[src/rtl/dac_pkg.sv]
// Shared definitions for the DAC SPI arbiter: word width, channel command bytes,
// arbiter state encoding and the default power-up command words.
package dac_pkg;

    localparam int unsigned SPI_W = 24;

    localparam logic [7:0] CMD_CH_A = 8'h31;
    localparam logic [7:0] CMD_CH_B = 8'h32;

    localparam logic [SPI_W-1:0] INIT_CMD_0_DEF = 24'h380001;
    localparam logic [SPI_W-1:0] INIT_CMD_1_DEF = 24'h300003;

    // Bit positions within the one-hot winner vector
    localparam int unsigned WIN_AUDIO = 0;
    localparam int unsigned WIN_CTRL  = 1;

    typedef enum logic [1:0] {
        INIT_WAIT,
        INIT_HOLD,
        IDLE,
        HOLD
    } arb_state_t;

endpackage

[src/rtl/dac_req_arbiter.sv]
// Audio-first priority between the two requesters, with a run counter that
// hands the next slot to control after MAX_AUDIO_RUN consecutive audio grants.
module dac_req_arbiter
    import dac_pkg::*;
#(
    parameter int unsigned MAX_AUDIO_RUN = 4
) (
    input  logic       i_Clock,
    input  logic       i_Reset,
    input  logic       i_Audio_Req,
    input  logic       i_Ctrl_Req,
    input  logic       i_Grant,
    output logic [1:0] o_Winner
);

    localparam logic [3:0] RUN_MAX = 4'(MAX_AUDIO_RUN);

    logic [3:0] run_cnt;

    always_comb begin
        o_Winner = '0;
        if (i_Ctrl_Req && (!i_Audio_Req || run_cnt == RUN_MAX))
            o_Winner[WIN_CTRL] = 1'b1;
        else if (i_Audio_Req)
            o_Winner[WIN_AUDIO] = 1'b1;
    end

    // Only audio grants made while control is waiting extend the run
    always_ff @(posedge i_Clock) begin
        if (i_Reset)
            run_cnt <= '0;
        else if (i_Grant) begin
            if (o_Winner[WIN_CTRL] || !i_Ctrl_Req)
                run_cnt <= '0;
            else
                run_cnt <= run_cnt + 4'd1;
        end
    end

endmodule

[src/rtl/dac_spi_arbiter.sv]
// Shares the DAC_SPI_Out serialiser between audio and control requesters after
// replaying the two-word DAC init sequence; flags sends whose Ready never fell.
module dac_spi_arbiter
    import dac_pkg::*;
#(
    parameter logic [SPI_W-1:0] INIT_CMD_0    = INIT_CMD_0_DEF,
    parameter logic [SPI_W-1:0] INIT_CMD_1    = INIT_CMD_1_DEF,
    parameter int unsigned      MAX_AUDIO_RUN = 4,
    parameter logic [7:0]       TIMEOUT       = 8'd255
) (
    input  logic             i_Clock,
    input  logic             i_Reset,
    input  logic             i_Audio_Req,
    input  logic [SPI_W-1:0] i_Audio_Data,
    output logic             o_Audio_Ack,
    input  logic             i_Ctrl_Req,
    input  logic [SPI_W-1:0] i_Ctrl_Data,
    output logic             o_Ctrl_Ack,
    input  logic             i_DAC_Ready,
    output logic [SPI_W-1:0] o_DAC_Data,
    output logic             o_DAC_Send,
    output logic             o_Init_Done,
    output logic             o_Error
);

    arb_state_t       state, state_n;
    logic             init_idx, init_idx_n;
    logic [SPI_W-1:0] data_n;
    logic             send_n, audio_ack_n, ctrl_ack_n, done_n, error_n;
    logic [7:0]       tmo_cnt, tmo_cnt_n;
    logic             grant, expired;
    logic [1:0]       winner;

    dac_req_arbiter #(
        .MAX_AUDIO_RUN (MAX_AUDIO_RUN)
    ) u_req_arbiter (
        .i_Clock     (i_Clock),
        .i_Reset     (i_Reset),
        .i_Audio_Req (i_Audio_Req),
        .i_Ctrl_Req  (i_Ctrl_Req),
        .i_Grant     (grant),
        .o_Winner    (winner)
    );

    assign expired = i_DAC_Ready && (tmo_cnt == TIMEOUT - 8'd1);

    always_ff @(posedge i_Clock) begin
        if (i_Reset) begin
            state       <= INIT_WAIT;
            init_idx    <= 1'b0;
            o_DAC_Data  <= '0;
            o_DAC_Send  <= 1'b0;
            o_Audio_Ack <= 1'b0;
            o_Ctrl_Ack  <= 1'b0;
            o_Init_Done <= 1'b0;
            o_Error     <= 1'b0;
            tmo_cnt     <= '0;
        end else begin
            state       <= state_n;
            init_idx    <= init_idx_n;
            o_DAC_Data  <= data_n;
            o_DAC_Send  <= send_n;
            o_Audio_Ack <= audio_ack_n;
            o_Ctrl_Ack  <= ctrl_ack_n;
            o_Init_Done <= done_n;
            o_Error     <= error_n;
            tmo_cnt     <= tmo_cnt_n;
        end
    end

    always_comb begin
        state_n     = state;
        init_idx_n  = init_idx;
        data_n      = o_DAC_Data;
        send_n      = o_DAC_Send;
        audio_ack_n = 1'b0;
        ctrl_ack_n  = 1'b0;
        done_n      = o_Init_Done;
        error_n     = o_Error;
        tmo_cnt_n   = tmo_cnt;
        grant       = 1'b0;

        case (state)
            INIT_WAIT: begin
                if (i_DAC_Ready) begin
                    data_n    = init_idx ? INIT_CMD_1 : INIT_CMD_0;
                    send_n    = 1'b1;
                    tmo_cnt_n = '0;
                    state_n   = INIT_HOLD;
                end
            end
            INIT_HOLD, HOLD: begin
                // A timed-out word is treated as sent; only the sticky flag records it
                if (!i_DAC_Ready || expired) begin
                    send_n = 1'b0;
                    if (expired)
                        error_n = 1'b1;
                    if (state == HOLD)
                        state_n = IDLE;
                    else if (init_idx) begin
                        done_n  = 1'b1;
                        state_n = IDLE;
                    end else begin
                        init_idx_n = 1'b1;
                        state_n    = INIT_WAIT;
                    end
                end else begin
                    tmo_cnt_n = tmo_cnt + 8'd1;
                end
            end
            IDLE: begin
                if (i_DAC_Ready && (winner != '0)) begin
                    grant       = 1'b1;
                    data_n      = winner[WIN_CTRL] ? i_Ctrl_Data : i_Audio_Data;
                    send_n      = 1'b1;
                    audio_ack_n = winner[WIN_AUDIO];
                    ctrl_ack_n  = winner[WIN_CTRL];
                    tmo_cnt_n   = '0;
                    state_n     = HOLD;
                end
            end
        endcase
    end

endmodule

[config.mk]
export PLATFORM = sky130hd
export DESIGN_NAME = dac_spi_arbiter
export DESIGN_NICKNAME = d
export VERILOG_FILES = /design/src/rtl/dac_pkg.sv /design/src/rtl/dac_req_arbiter.sv /design/src/rtl/dac_spi_arbiter.sv
export SDC_FILE = /design/constraint.sdc
export NUM_CORES = 1
export LEC_CHECK = 0
export CAP_MARGIN = 20
export CORE_MARGIN = 5
export CORE_UTILIZATION = 43
export DETAILED_ROUTE_END_ITERATION = 16
export GPL_ROUTABILITY_DRIVEN = 0
export PLACE_DENSITY = 0.91
export SLEW_MARGIN = 0
export SYNTH_ARGS = -nofsm -noshare
export SYNTH_HDL_FRONTEND = slang
export SYNTH_SLANG_ARGS = --single-unit
[constraint.sdc]
create_clock -name i_Clock -period 2.4 [get_ports i_Clock]
set_clock_uncertainty 0.15 [all_clocks]
set_input_delay 0.24 -clock i_Clock [delete_from_list [all_inputs] [get_ports i_Clock]]
set_output_delay 0.24 -clock i_Clock [all_outputs]
set_load 0.01 [all_outputs]
==> impl_metrics.ini <==
[power]
p_leak_nw = 1.065
powerDensity_mw_per_mm2 = 478.6
fin_total_pwr_w = 0.001455
ir_drop_mv = 0.2954

[run_status]
status = finished clean

[floorplan]
die_w_um = 79.56
start_util_pct = 44.05
rows = 25
die_height_um = 79.56
pin_count = 82
core_area_mm2 = 0.004723
die-area_mm2 = 0.006330

[hold_path]
holdPathStages = 2
hp-start = o_DAC_Data[2]
hold_path.class = flop to flop
hold_path_end = o_DAC_Data[2]

[yosys]
yosysUniqueCellTypes = 47
ys_seq_elements = 44
async_reset_ff_share_pct = 0
synth_xor_area_share_pct = 1.263
synth_nets = 283
syn_area_mm2 = 0.002081
synth-edff-count = 0
ys.flop_type = dfxtp_1
synth-simple-area-share_pct = 21.23
ys_warn_count = 0
synth_top_family_by_area = simple AND/OR/NAND/NOR gates
ys_seq_area_share_pct = 42.33
muxShareOfSynthArea_pct = 11.79
avgSynthCellArea_um2 = 9.207
synth_compound_area_share_pct = 15.21
synthAdderAreaFrac_pct = 2.405
syn_inst = 226

[clocking]
cts_tree = yes
ctsHoldBuffers = 0
cts_resized = 0
cts_setup_buffers = 0
htree_levels = 2
cts_sinks = 44
ctsLongestPathBuffers = 2
numCtsBuffers = 5
insertion_delay_ps = 300
clkSlewWorstSetupHoldPaths_ps = 80
root_buffer = clkbuf_8

[critical_path]
worstReg2RegStart = tmo_cnt[0]
crit_arrival_ps = 2010
worstSetupPathType = flop to flop
rrSetupSlack_ps = 480
crit_path_end_kind = flop
critPathLaunchType = flop
r2r_cells = 6
timing.rr.end = tmo_cnt[4]
cp.required_ps = 2490
critPathMaxFanout = 10

[global_routing]
grt_antenna_before_repair = 0
grt_busiest_layer = met2
gr-usage-met3_pct = 7.223
overflow = 0
use_met2_pct = 31.39
grt_pass1_vias = 1945
grt_start_max_net_pins = 25
gr-usage-met1_pct = 18.45
grt_pass1_wl_mm = 8.707
grtUsageTotal_pct = 17.74

[sta]
post-route-period-util_pct = 80.04
final-hold-violation-count = 0
setup_viol = 0
tightest_slew_ps = 405.3
fin_setup_tns_ps = 0
slew_headroom_pct = 72.70
rsz0062_at_grt = false
slew_viol_final = 0
final.min_clock_period_ps = 1921
max_freq_mhz = 520.6

[placed_design]
dp_hpwl_mm = 4.146
port_buffers = 81

[routing]
routed-via-count = 1901
drtAntennaViolNets = 0
vias_per_cell = 5.083
drt_iter0_markers = 96
first_pass_iters = 4
wirelength_mm = 5.294
wl_per_cell_um = 14.16
drc = 0

[cells_and_area]
diodes = 0
layout-drive-gt1-share_pct = 8.469
final_nets = 363
area_delta_synth_final_pct = 46.12
finish.utilization_pct = 64.37

[job]
maxCapViolCount = 0
## cells in the final DEF, fill, tap and decap left out, types with 3 or more instances in the layout
master / netlist / layout
a211oi_1: 7 / 7
a21oi_1: 9 / 9
buf_4: 5 / 5
clkbuf_8: 0 / 6
clkdlybuf4s50_1: 0 / 81
dfxtp_1: 44 / 44
ha_1: 4 / 4
inv_1: 6 / 6
mux2i_1: 23 / 23
nand2_1: 24 / 24
nand3_1: 12 / 12
nand3b_1: 4 / 4
nor2_1: 15 / 15
nor3_1: 4 / 4
o21ai_0: 4 / 4
o21ai_1: 19 / 19
xnor2_1: 3 / 3
## state kept, by name, summed over array words and instances, names as in the netlist, named ones only
register / cells
o_DAC_Data: 24
tmo_cnt: 8
u_req_arbiter.run_cnt: 4
init_idx: 1
o_Audio_Ack: 1
o_Ctrl_Ack: 1
o_DAC_Send: 1
o_Error: 1
o_Init_Done: 1
state: 1
## worst max path at each step
stage                            from  slack [ps]  cells past startpoint        endpoint
final                      tmo_cnt[0]         480                      6      tmo_cnt[4]
after detailed placement  i_Audio_Req         280                      6  o_DAC_Data[23]
after global placement    i_Audio_Req         350                      6  o_DAC_Data[15]
after floorplan            tmo_cnt[0]         610                      7      tmo_cnt[4]
after global routing       tmo_cnt[0]         380                      6      tmo_cnt[4]
after CTS                  tmo_cnt[0]         470                      6      tmo_cnt[4]
## kinds of logic after synthesis
kind of cell    count (synthesis)
simple gates                   81
compound gates                 50
flops                          44
mux                            24
buf+inv                        20
fa+ha+maj                       4
xor+xnor                        3
## layer usage
| metal | routed length [um] | vias up |
|---|---|---|
| met4 | 97 | 0 |
| met3 | 460 | 10 |
| met5 | 0 | - |
| met1 | 2102 | 859 |
| li1 | - | 958 |
| met2 | 2633 | 74 |
## through the flow
stage	setup slack [ps]	instance area, um^2	std cells	hold WS, ps
after CTS	472.9	3040	374	302.9
after floorplan	607.9	2081	226	263.0
after global placement	350.7	2947	366	285.6
after detailed placement	276.1	2947	366	291.6
after global routing	377.2	3040	374	324.4
final	479.1	3040	374	297.2
## cell type report
class	instances	area, um^2
fill	398	1683
multi-input combinational	162	1091
inverter	6	22.52
timing repair buffer	87	868.3
tap	67	83.83
clock inverter	1	7.507
sequential	44	880.8
clock buffer	7	86.33
## cells in the mapped netlist (all sizes together), types with 4 or more instances
master  instances  area [um^2]
nand3          12        60.06
a211oi          7        52.55
nand3b          4        30.03
o21ai          23        115.1
mux2i          23        230.2
nor3            6        40.04
buf            11        86.33
nor2           15        56.30
ha              4        50.05
inv             6        22.52
dfxtp          44        880.8
nand2          26        107.6
a21oi          10        61.31
## power by group
group	internal [W]	switching [W]	leakage, nW
sequential	0.000742	0.0000104	0.356
combinational	0.000133	0.0000866	0.664
clock	0.000234	0.000248	0.0445
total	0.00111	0.000345	1.06
## worst max-delay path, stage by stage, from the launching register on
cell and delay [ps]:
dfxtp_1 430, inv_1 80, ha_1 220, and3_4 190
a21o_1 280, or3_1 380, a21oi_1 130
Note: power is estimated with default switching activity, not from simulation.
